[config.mk]
export PLATFORM = sky130hd
export DESIGN_NAME = mu_alu_arbiter_flat
export DESIGN_NICKNAME = d
export VERILOG_FILES = /design/src/rtl/mu_alu_arbiter_if.sv /design/src/rtl/mu_alu_arbiter.sv /design/src/flat_wrapper.sv
export SDC_FILE = /design/constraint.sdc
export NUM_CORES = 1
export LEC_CHECK = 0
export CORE_AREA = 2 2 169 171
export CTS_CLUSTER_DIAMETER = 200
export DETAILED_ROUTE_END_ITERATION = 10
export DIE_AREA = 0 0 171 173
export GPL_ROUTABILITY_DRIVEN = 1
export PLACE_DENSITY = 0.7
export SLEW_MARGIN = 20
export SYNTH_ARGS = -nofsm -noshare
export SYNTH_HDL_FRONTEND = slang
export SYNTH_SLANG_ARGS = --single-unit
[constraint.sdc]
create_clock -name clk -period 2.56 [get_ports clk]
set_input_delay 0.512 -clock clk [delete_from_list [all_inputs] [get_ports clk]]
set_output_delay 0.512 -clock clk [all_outputs]
set_load 0.01 [all_outputs]
[src/rtl/mu_alu_arbiter_if.sv]
// ALU-side handshake bundle between the arbiter (master) and the shared Q16.16 ALU (slave).
interface mu_alu_arbiter_if;
    logic        alu_valid;
    logic [2:0]  alu_op;
    logic [31:0] alu_a;
    logic [31:0] alu_b;
    logic        alu_ready;
    logic [31:0] alu_result;
    logic        alu_overflow;

    modport master (
        output alu_valid, alu_op, alu_a, alu_b,
        input  alu_ready, alu_result, alu_overflow
    );

    modport slave (
        input  alu_valid, alu_op, alu_a, alu_b,
        output alu_ready, alu_result, alu_overflow
    );
endinterface

[src/rtl/mu_alu_arbiter.sv]
// Round-robin scheduler sharing one Q16.16 ALU between NUM_REQ requesters.
//
// state    | meaning
// ---------+----------------------------------------------------------------
// ST_IDLE  | no op in flight; pick next requester after last_owner
// ST_BUSY  | alu_valid held with latched op/operands, waiting for alu_ready
// ST_DRAIN | op finished or aborted; wait for alu_ready to fall before IDLE
//
// The BUSY/DRAIN timer is a down-counter loaded with TIMEOUT_CYC on entry;
// reaching the terminal count of 1 without the awaited event forces the exit,
// so at most TIMEOUT_CYC cycles are spent in either state.
module mu_alu_arbiter #(
    parameter int NUM_REQ     = 4,
    parameter int REQ_IDW     = 2,
    parameter int TIMEOUT_CYC = 15,
    parameter int TO_W        = 4
) (
    input  logic                    clk,
    input  logic                    rst_n,
    input  logic [NUM_REQ-1:0]      req,
    input  logic [3*NUM_REQ-1:0]    req_op,
    input  logic [32*NUM_REQ-1:0]   req_a,
    input  logic [32*NUM_REQ-1:0]   req_b,
    output logic [NUM_REQ-1:0]      done,
    output logic [31:0]             rsp_result,
    output logic                    rsp_overflow,
    output logic                    rsp_timeout,
    mu_alu_arbiter_if.master        alu,
    output logic                    busy,
    output logic [REQ_IDW-1:0]      owner,
    output logic [15:0]             op_count
);

    localparam logic [1:0] ST_IDLE  = 2'd0;
    localparam logic [1:0] ST_BUSY  = 2'd1;
    localparam logic [1:0] ST_DRAIN = 2'd2;

    localparam logic [TO_W-1:0] TMR_LOAD = TO_W'(TIMEOUT_CYC);
    localparam logic [TO_W-1:0] TMR_TC   = TO_W'(1);

    logic [1:0]          state_q, state_d;
    logic [TO_W-1:0]     tmr_q, tmr_d;
    logic [REQ_IDW-1:0]  owner_q, owner_d;
    logic [REQ_IDW-1:0]  last_owner_q, last_owner_d;
    logic                valid_q, valid_d;
    logic [2:0]          op_q, op_d;
    logic [31:0]         a_q, a_d;
    logic [31:0]         b_q, b_d;
    logic [NUM_REQ-1:0]  done_q, done_d;
    logic [31:0]         result_q, result_d;
    logic                ovf_q, ovf_d;
    logic                tmo_q, tmo_d;
    logic [15:0]         op_count_q, op_count_d;

    logic                grant_vld;
    logic [REQ_IDW-1:0]  grant_idx;
    logic [15:0]         op_count_inc;

    // Round-robin search: first set req bit starting just after last_owner, with wrap.
    always_comb begin
        grant_vld = 1'b0;
        grant_idx = '0;
        for (int i = 1; i <= NUM_REQ; i++) begin
            if (!grant_vld && req[(int'(last_owner_q) + i) % NUM_REQ]) begin
                grant_vld = 1'b1;
                grant_idx = REQ_IDW'((int'(last_owner_q) + i) % NUM_REQ);
            end
        end
    end

    assign op_count_inc = (op_count_q == 16'hFFFF) ? op_count_q : op_count_q + 16'd1;

    // Next-state, operand latch and response logic for the IDLE/BUSY/DRAIN sequence.
    always_comb begin
        state_d      = state_q;
        tmr_d        = tmr_q;
        owner_d      = owner_q;
        last_owner_d = last_owner_q;
        valid_d      = valid_q;
        op_d         = op_q;
        a_d          = a_q;
        b_d          = b_q;
        done_d       = '0;
        result_d     = result_q;
        ovf_d        = ovf_q;
        tmo_d        = tmo_q;
        op_count_d   = op_count_q;

        case (state_q)
            ST_IDLE: begin
                valid_d = 1'b0;
                if (grant_vld) begin
                    owner_d      = grant_idx;
                    last_owner_d = grant_idx;
                    op_d         = req_op[32'(grant_idx) * 3 +: 3];
                    a_d          = req_a[32'(grant_idx) * 32 +: 32];
                    b_d          = req_b[32'(grant_idx) * 32 +: 32];
                    valid_d      = 1'b1;
                    tmr_d        = TMR_LOAD;
                    state_d      = ST_BUSY;
                end
            end
            ST_BUSY: begin
                if (alu.alu_ready) begin
                    result_d         = alu.alu_result;
                    ovf_d            = alu.alu_overflow;
                    tmo_d            = 1'b0;
                    done_d[owner_q]  = 1'b1;
                    valid_d          = 1'b0;
                    op_count_d       = op_count_inc;
                    tmr_d            = TMR_LOAD;
                    state_d          = ST_DRAIN;
                end else if (tmr_q <= TMR_TC) begin
                    result_d         = '0;
                    ovf_d            = 1'b0;
                    tmo_d            = 1'b1;
                    done_d[owner_q]  = 1'b1;
                    valid_d          = 1'b0;
                    op_count_d       = op_count_inc;
                    tmr_d            = TMR_LOAD;
                    state_d          = ST_DRAIN;
                end else begin
                    tmr_d = tmr_q - TMR_TC;
                end
            end
            ST_DRAIN: begin
                valid_d = 1'b0;
                if (!alu.alu_ready || tmr_q <= TMR_TC) begin
                    state_d = ST_IDLE;
                end else begin
                    tmr_d = tmr_q - TMR_TC;
                end
            end
            default: begin
                valid_d = 1'b0;
                state_d = ST_IDLE;
            end
        endcase
    end

    // State and output registers; reset aborts any op in flight without a done pulse.
    always_ff @(posedge clk or negedge rst_n) begin
        if (!rst_n) begin
            state_q      <= ST_IDLE;
            tmr_q        <= '0;
            owner_q      <= '0;
            last_owner_q <= REQ_IDW'(NUM_REQ - 1);
            valid_q      <= 1'b0;
            op_q         <= '0;
            a_q          <= '0;
            b_q          <= '0;
            done_q       <= '0;
            result_q     <= '0;
            ovf_q        <= 1'b0;
            tmo_q        <= 1'b0;
            op_count_q   <= '0;
        end else begin
            state_q      <= state_d;
            tmr_q        <= tmr_d;
            owner_q      <= owner_d;
            last_owner_q <= last_owner_d;
            valid_q      <= valid_d;
            op_q         <= op_d;
            a_q          <= a_d;
            b_q          <= b_d;
            done_q       <= done_d;
            result_q     <= result_d;
            ovf_q        <= ovf_d;
            tmo_q        <= tmo_d;
            op_count_q   <= op_count_d;
        end
    end

    assign alu.alu_valid = valid_q;
    assign alu.alu_op    = op_q;
    assign alu.alu_a     = a_q;
    assign alu.alu_b     = b_q;
    assign done          = done_q;
    assign rsp_result    = result_q;
    assign rsp_overflow  = ovf_q;
    assign rsp_timeout   = tmo_q;
    assign busy          = (state_q != ST_IDLE);
    assign owner         = owner_q;
    assign op_count      = op_count_q;

endmodule

[src/flat_wrapper.sv]
// flat-port wrapper written by rule: the top's interface ports become plain ports
module mu_alu_arbiter_flat 
#(
    parameter int NUM_REQ     = 4,
    parameter int REQ_IDW     = 2,
    parameter int TIMEOUT_CYC = 15,
    parameter int TO_W        = 4
)
  (clk, rst_n, req, req_op, req_a, req_b, done, rsp_result, rsp_overflow, rsp_timeout, busy, owner, op_count, alu_alu_valid, alu_alu_op, alu_alu_a, alu_alu_b, alu_alu_ready, alu_alu_result, alu_alu_overflow);
  mu_alu_arbiter_if alu_i ();
  input  logic clk;
  input  logic rst_n;
  input  logic [NUM_REQ-1:0] req;
  input  logic [3*NUM_REQ-1:0] req_op;
  input  logic [32*NUM_REQ-1:0] req_a;
  input  logic [32*NUM_REQ-1:0] req_b;
  output logic [NUM_REQ-1:0] done;
  output logic [31:0] rsp_result;
  output logic rsp_overflow;
  output logic rsp_timeout;
  output logic busy;
  output logic [REQ_IDW-1:0] owner;
  output logic [15:0] op_count;
  output wire logic [$bits(alu_i.alu_valid)-1:0] alu_alu_valid;
  output wire logic [$bits(alu_i.alu_op)-1:0] alu_alu_op;
  output wire logic [$bits(alu_i.alu_a)-1:0] alu_alu_a;
  output wire logic [$bits(alu_i.alu_b)-1:0] alu_alu_b;
  input wire logic [$bits(alu_i.alu_ready)-1:0] alu_alu_ready;
  input wire logic [$bits(alu_i.alu_result)-1:0] alu_alu_result;
  input wire logic [$bits(alu_i.alu_overflow)-1:0] alu_alu_overflow;
  assign alu_alu_valid = alu_i.alu_valid;
  assign alu_alu_op = alu_i.alu_op;
  assign alu_alu_a = alu_i.alu_a;
  assign alu_alu_b = alu_i.alu_b;
  assign alu_i.alu_ready = alu_alu_ready;
  assign alu_i.alu_result = alu_alu_result;
  assign alu_i.alu_overflow = alu_alu_overflow;
  mu_alu_arbiter #(.NUM_REQ(NUM_REQ), .REQ_IDW(REQ_IDW), .TIMEOUT_CYC(TIMEOUT_CYC), .TO_W(TO_W)) u_core (.clk(clk), .rst_n(rst_n), .req(req), .req_op(req_op), .req_a(req_a), .req_b(req_b), .done(done), .rsp_result(rsp_result), .rsp_overflow(rsp_overflow), .rsp_timeout(rsp_timeout), .alu(alu_i), .busy(busy), .owner(owner), .op_count(op_count));
endmodule
Word-level counts from Yosys, hierarchy flattened
Cells that the tools add are included. Widths: inputs -> output; s select.

Memory bits (writable): 0. Memories kept: 0. Bits of input ports: 308. Bits in latches: 0. Bits in read-only memories: 0. Register bits: 132. Output and inout bits: 125.

Multipliers: 1. Reductions and logical operators: 21. Bitwise operators: 4. Muxes and demuxes: 47. Add/subtract/negate cells: 6. Divide/modulo/power cells: 0. Shift operators: 3. Eq/ne operators: 7. $lt $le $gt $ge: 7.

Operators with widths (count): $shiftx 128x8->32 (2); $mux 32 (2); $mux 16 (3); $mux 4 (7); $mux 1 (19); $add 16x1->16 const B (1); $eq 16x16->1 const B (1); $lt 3x4->1 const B (4); $mux 2 (8); $pmux 4 s3 (1); $shiftx 12x5->3 (1); $bmux 1 s2 (4); $reduce_or 2->1 (4); $pmux 2 s3 (1); $reduce_and 3->1 (2); $add 2x1->2 const B (2); $add 2x2->2 const B (2); $and 1x1->1 const A (4); $le 4x1->1 const B (1); $logic_and 1x1->1 (4); $logic_not 1->1 (4); $mul 2x2->4 const B (1); $ne 2x1->1 const B (2); $reduce_and 2->1 (2); other kinds (13) (14).

Logic depth before layout (Yosys ltp)
Depth in word-level cells: 18. Depth in mapped cells: 9. Gate-level depth less buffers: 7.

Worst setup path after synthesis
No wires, ideal clock.

Path kind: reg-to-reg. Start point: reg u_core.state_q[0]. End point: reg u_core.b_q[22], in the netlist u_core.alu.alu_b[22]. Setup time: 135 ps. Data required time: 2425 ps. Setup slack: 612 ps. Data arrival time: 1813 ps. Cell stages (with the launch flop): 10. Period minus slack after synthesis: 1948 ps. Cell sequence: dfrtp_1 -> inv_1 -> ha_1 -> inv_1 -> nor2_1 -> o21ai_2 -> buf_4 -> buf_2 -> a221oi_1 -> a211oi_2.

Word-level cells in the longest chain between the ends: 2.

RTL lines: start, declared (RTL line mu_alu_arbiter.sv:41) `logic [1:0] state_q, state_d;`; start signal, assigned (RTL line mu_alu_arbiter.sv:158) `state_q <= state_d;`; $logic_not 2->1 (RTL line mu_alu_arbiter.sv:89) `case (state_q)`; $reduce_and 2->1 (no source line); end signal, assigned (RTL line mu_alu_arbiter.sv:151) `b_q <= '0;`; end signal, assigned (RTL line mu_alu_arbiter.sv:165) `b_q <= b_d;`; end, declared (RTL line mu_alu_arbiter.sv:48) `logic [31:0] b_q, b_d;`.

No other way between the ends. A chain may end at the register's enable or synchronous reset.

Final worst setup path
Start point: reg u_core.state_q[0]. End point: out busy.

Word-level cells in the longest chain between the ends: 1.

RTL lines: $reduce_bool 2->1 (RTL line mu_alu_arbiter.sv:182) `assign busy = (state_q != ST_IDLE);`; end, declared (RTL line flat_wrapper.sv:21) `output logic busy;`.

No other way between the ends.

==> flow_metrics.tcl <==
set metrics [dict create \
    grt_pass1_vias 7858 \
    hold_viol_final 0 \
    leakage_nw 5.31 \
    worst_pin_slew_ns 0.891 \
    pin_count 433 \
    io_buffers 432 \
    rows 61 \
    avgViaCountPerCell 4.99 \
    htreeDepth 4 \
    synth.top_cell.area_share 0.447 \
    cap_violations 0 \
    drtIter0Drc 414 \
    cts_sinks 132 \
    synth-seq-area-share 0.454 \
    synth_common_cells "130 x dfrtp_1, 82 x nor2_1, 69 x and3_1, 69 x mux2i_1, 68 x a221oi_1" \
    synthFlopType "dfrtp_1" \
    r2r_cells 7 \
    fin_skew_ns 0.0147 \
    p_clk_frac 0.193 \
    r2r-end "u_core.alu.alu_b[27]$_DFFE_PN0P_" \
    path_class "flop to output pin" \
    cp_max_fo 5 \
    finalSetupViolCount 0 \
    min_period_over_period 0.928 \
    ant_nets 0 \
    clk_path_buf_depth 2 \
    overflow 0 \
    fmax_mhz 421 \
    synthCells 693 \
    worstPathRequired_ns 2.05 \
    r2r_slack_ns 0.42 \
    p_sw_mw 5.15 \
    insertion_delay_ns 0.42 \
    cts.reportedPaths.clkPinSlew_ns 0.07 \
    syn_area_per_cell_um2 10.5 \
    die_h_um 173 \
    yosysUniqueCellTypes 49 \
    grt_first_pass_wirelength_mm 43.8 \
    dp_hpwl_mm 20.5 \
    grt_use_total 0.188 \
    num_antenna_cells 0 \
    synth_area_leaders "dfrtp_1 45%, mux2i_1 9.5%, a221oi_1 8.2%, a211oi_1 6.1%, and3_1 5.9%" \
    first_pass_iters 4 \
    combPwrFrac 0.533 \
    core-area_mm2 0.0276 \
    synth_edf_count 0 \
    area_delta_synth_final_pct 75.1 \
    wl_per_cell_um 18.8 \
    hold_buffers 0 \
    drt_wl_total_mm 28.2 \
    period_minus_slack_ns 2.38 \
    ys_warn_count 0 \
    slew_headroom 0.406 \
    pre_cts_ws_ns -0.0314 \
    initial_utilization 0.264 \
    grt_max_degree 86 \
    timing.rr.start "u_core.state_q[0]$_DFFE_PN0P_" \
    synthArstFlopShare 1.00 \
    switching_share 0.387 \
    fin_util 0.462 \
    powerDensity_mw_per_mm2 1040 \
    syn_nets 1008 \
    gp_congestion 0.820 \
    synth_top_area_cell "dfrtp_1" \
    die_area_mm2 0.0296 \
    route.detailed.drc 0 \
    antenna_found_initial 1 \
    drive_gt1_frac 0.0795 \
    peakVddDrop_mv 0.531 \
    post_cts_buffers 0 \
    cts_resized 0 \
    die_w_um 171 \
    numCtsBuffers 17 \
    syn_area_mm2 0.00728 \
    power.share.sequential 0.274 \
    endpoint_kind "output pin" \
    nets 1422 \
    status "finished clean" \
    p_int_mw 8.17 \
    hold_path_class "input pin to async pin" \
    clockRootBuffer "clkbuf_16" \
    cp-start-kind "flop" \
    dr_total_vias 7468 \
    cts_tree "yes" \
    synth_seq_cells 132 \
    arrival_ns 1.86 \
    slew_violations 0 \
    rsz0062_at_grt "no" \
    yosys.cell_count.top_type "dfrtp_1" \
    worst_slack_ns 0.185 \
]
## per-stage QoR
| step | TNS (ns) | power [mW] | std cells | hold slack (ns) | instance area, µm² |
|---|---|---|---|---|---|
| 2_1_floorplan | 0 | 7.33 | 693 | 0.216 | 7280 |
| 3_3_place_gp | 0 | 10.7 | 1466 | 0.483 | 12100 |
| 3_5_place_dp | -0.0991 | 10.8 | 1466 | 0.491 | 12100 |
| 4_1_cts | 0 | 13.5 | 1498 | 0.0393 | 12800 |
| 5_1_grt | 0 | 14.2 | 1498 | 0.0439 | 12800 |
| 6_report | 0 | 13.3 | 1498 | 0.0432 | 12800 |
## sequential cells by signal (all words and copies together), names as in the netlist
| name | cells |
|---|---|
| u_core.alu.alu_valid | 1 |
| u_core.tmr_q | 4 |
| u_core.state_q | 2 |
| u_core.alu.alu_op | 3 |
| u_core.done | 4 |
| u_core.op_count | 16 |
| u_core.alu.alu_a | 32 |
| u_core.rsp_result | 32 |
| u_core.rsp_overflow | 1 |
| u_core.last_owner_q | 2 |
| u_core.rsp_timeout | 1 |
| u_core.alu.alu_b | 32 |
| u_core.owner | 2 |
## power by group through the flow
stage	Clock, mW	Combinational, mW	Sequential, mW
2_1_floorplan	0	3.34	3.98
3_3_place_gp	0	7.10	3.63
6_report	2.57	7.10	3.65
3_5_place_dp	0	7.18	3.67
5_1_grt	2.73	7.69	3.77
4_1_cts	2.65	7.20	3.65
## worst max-delay path, stage by stage, from the launching register on
cell and delay (ns):
dfrtp_1 0.37, inv_1 0.08, ha_1 0.26, inv_1 0.14, clkdlybuf4s50_1 0.60
## cell families (layout without fill, tap and decap cells)
kind of cell	Yosys count	count (layout)	share of synthesized area
AO/OA/AOI/OAI	196	196	0.225
XOR/XNOR	15	15	0.0180
adder cells (fa/ha/maj)	7	7	0.0120
buffers and inverters	74	501	0.0498
flip-flops	132	132	0.454
multiplexers	71	71	0.0979
AND/OR/NAND/NOR	198	198	0.143
## worst max path at each step
| stage | to | cells after the start | slack, ns | startpoint |
|---|---|---|---|---|
| finish | busy | 4 | 0.18 | u_core.state_q[0]$_DFFE_PN0P_ |
| global route | busy | 4 | 0.05 | u_core.state_q[1]$_DFFE_PN0P_ |
| CTS | busy | 4 | 0.13 | u_core.state_q[1]$_DFFE_PN0P_ |
| detailed placement | u_core.alu.alu_b[7]$_DFFE_PN0P_ | 7 | -0.03 | req[3] |
| global placement | u_core.alu.alu_b[3]$_DFFE_PN0P_ | 7 | 0.02 | req[3] |
| floorplan | u_core.alu.alu_b[22]$_DFFE_PN0P_ | 9 | 0.61 | u_core.state_q[0]$_DFFE_PN0P_ |
## layout by cell type, fill, tap and decap left out, types with 6 or more instances in the layout
cell type,instances
dfrtp_1,130
a211oi_1,59
clkbuf_16,17
buf_4,20
nor2_1,81
o21ai_0,6
xor2_1,10
buf_12,10
ha_1,7
and3_1,69
nand3_1,9
mux2i_1,69
a221oi_1,68
a22o_1,35
inv_1,7
clkdlybuf4s50_1,431
a211oi_2,8
nand2_1,9
## layout make-up
cell class	count	area (µm²)
fillers	2655	14900
clock inverters	14	168
repair buffers	462	4680
multi-input cells	487	3660
inverters	7	26.3
well taps	378	473
clock buffers	18	439
flip-flops and latches	132	3310
## per-layer routing
layer	routed length [µm]	GRT usage
met1	11400	0.226
met2	14400	0.336
met4	361	0.0441
met5	0	0
met3	2060	0.0481
(Power assumes the default switching activity.)
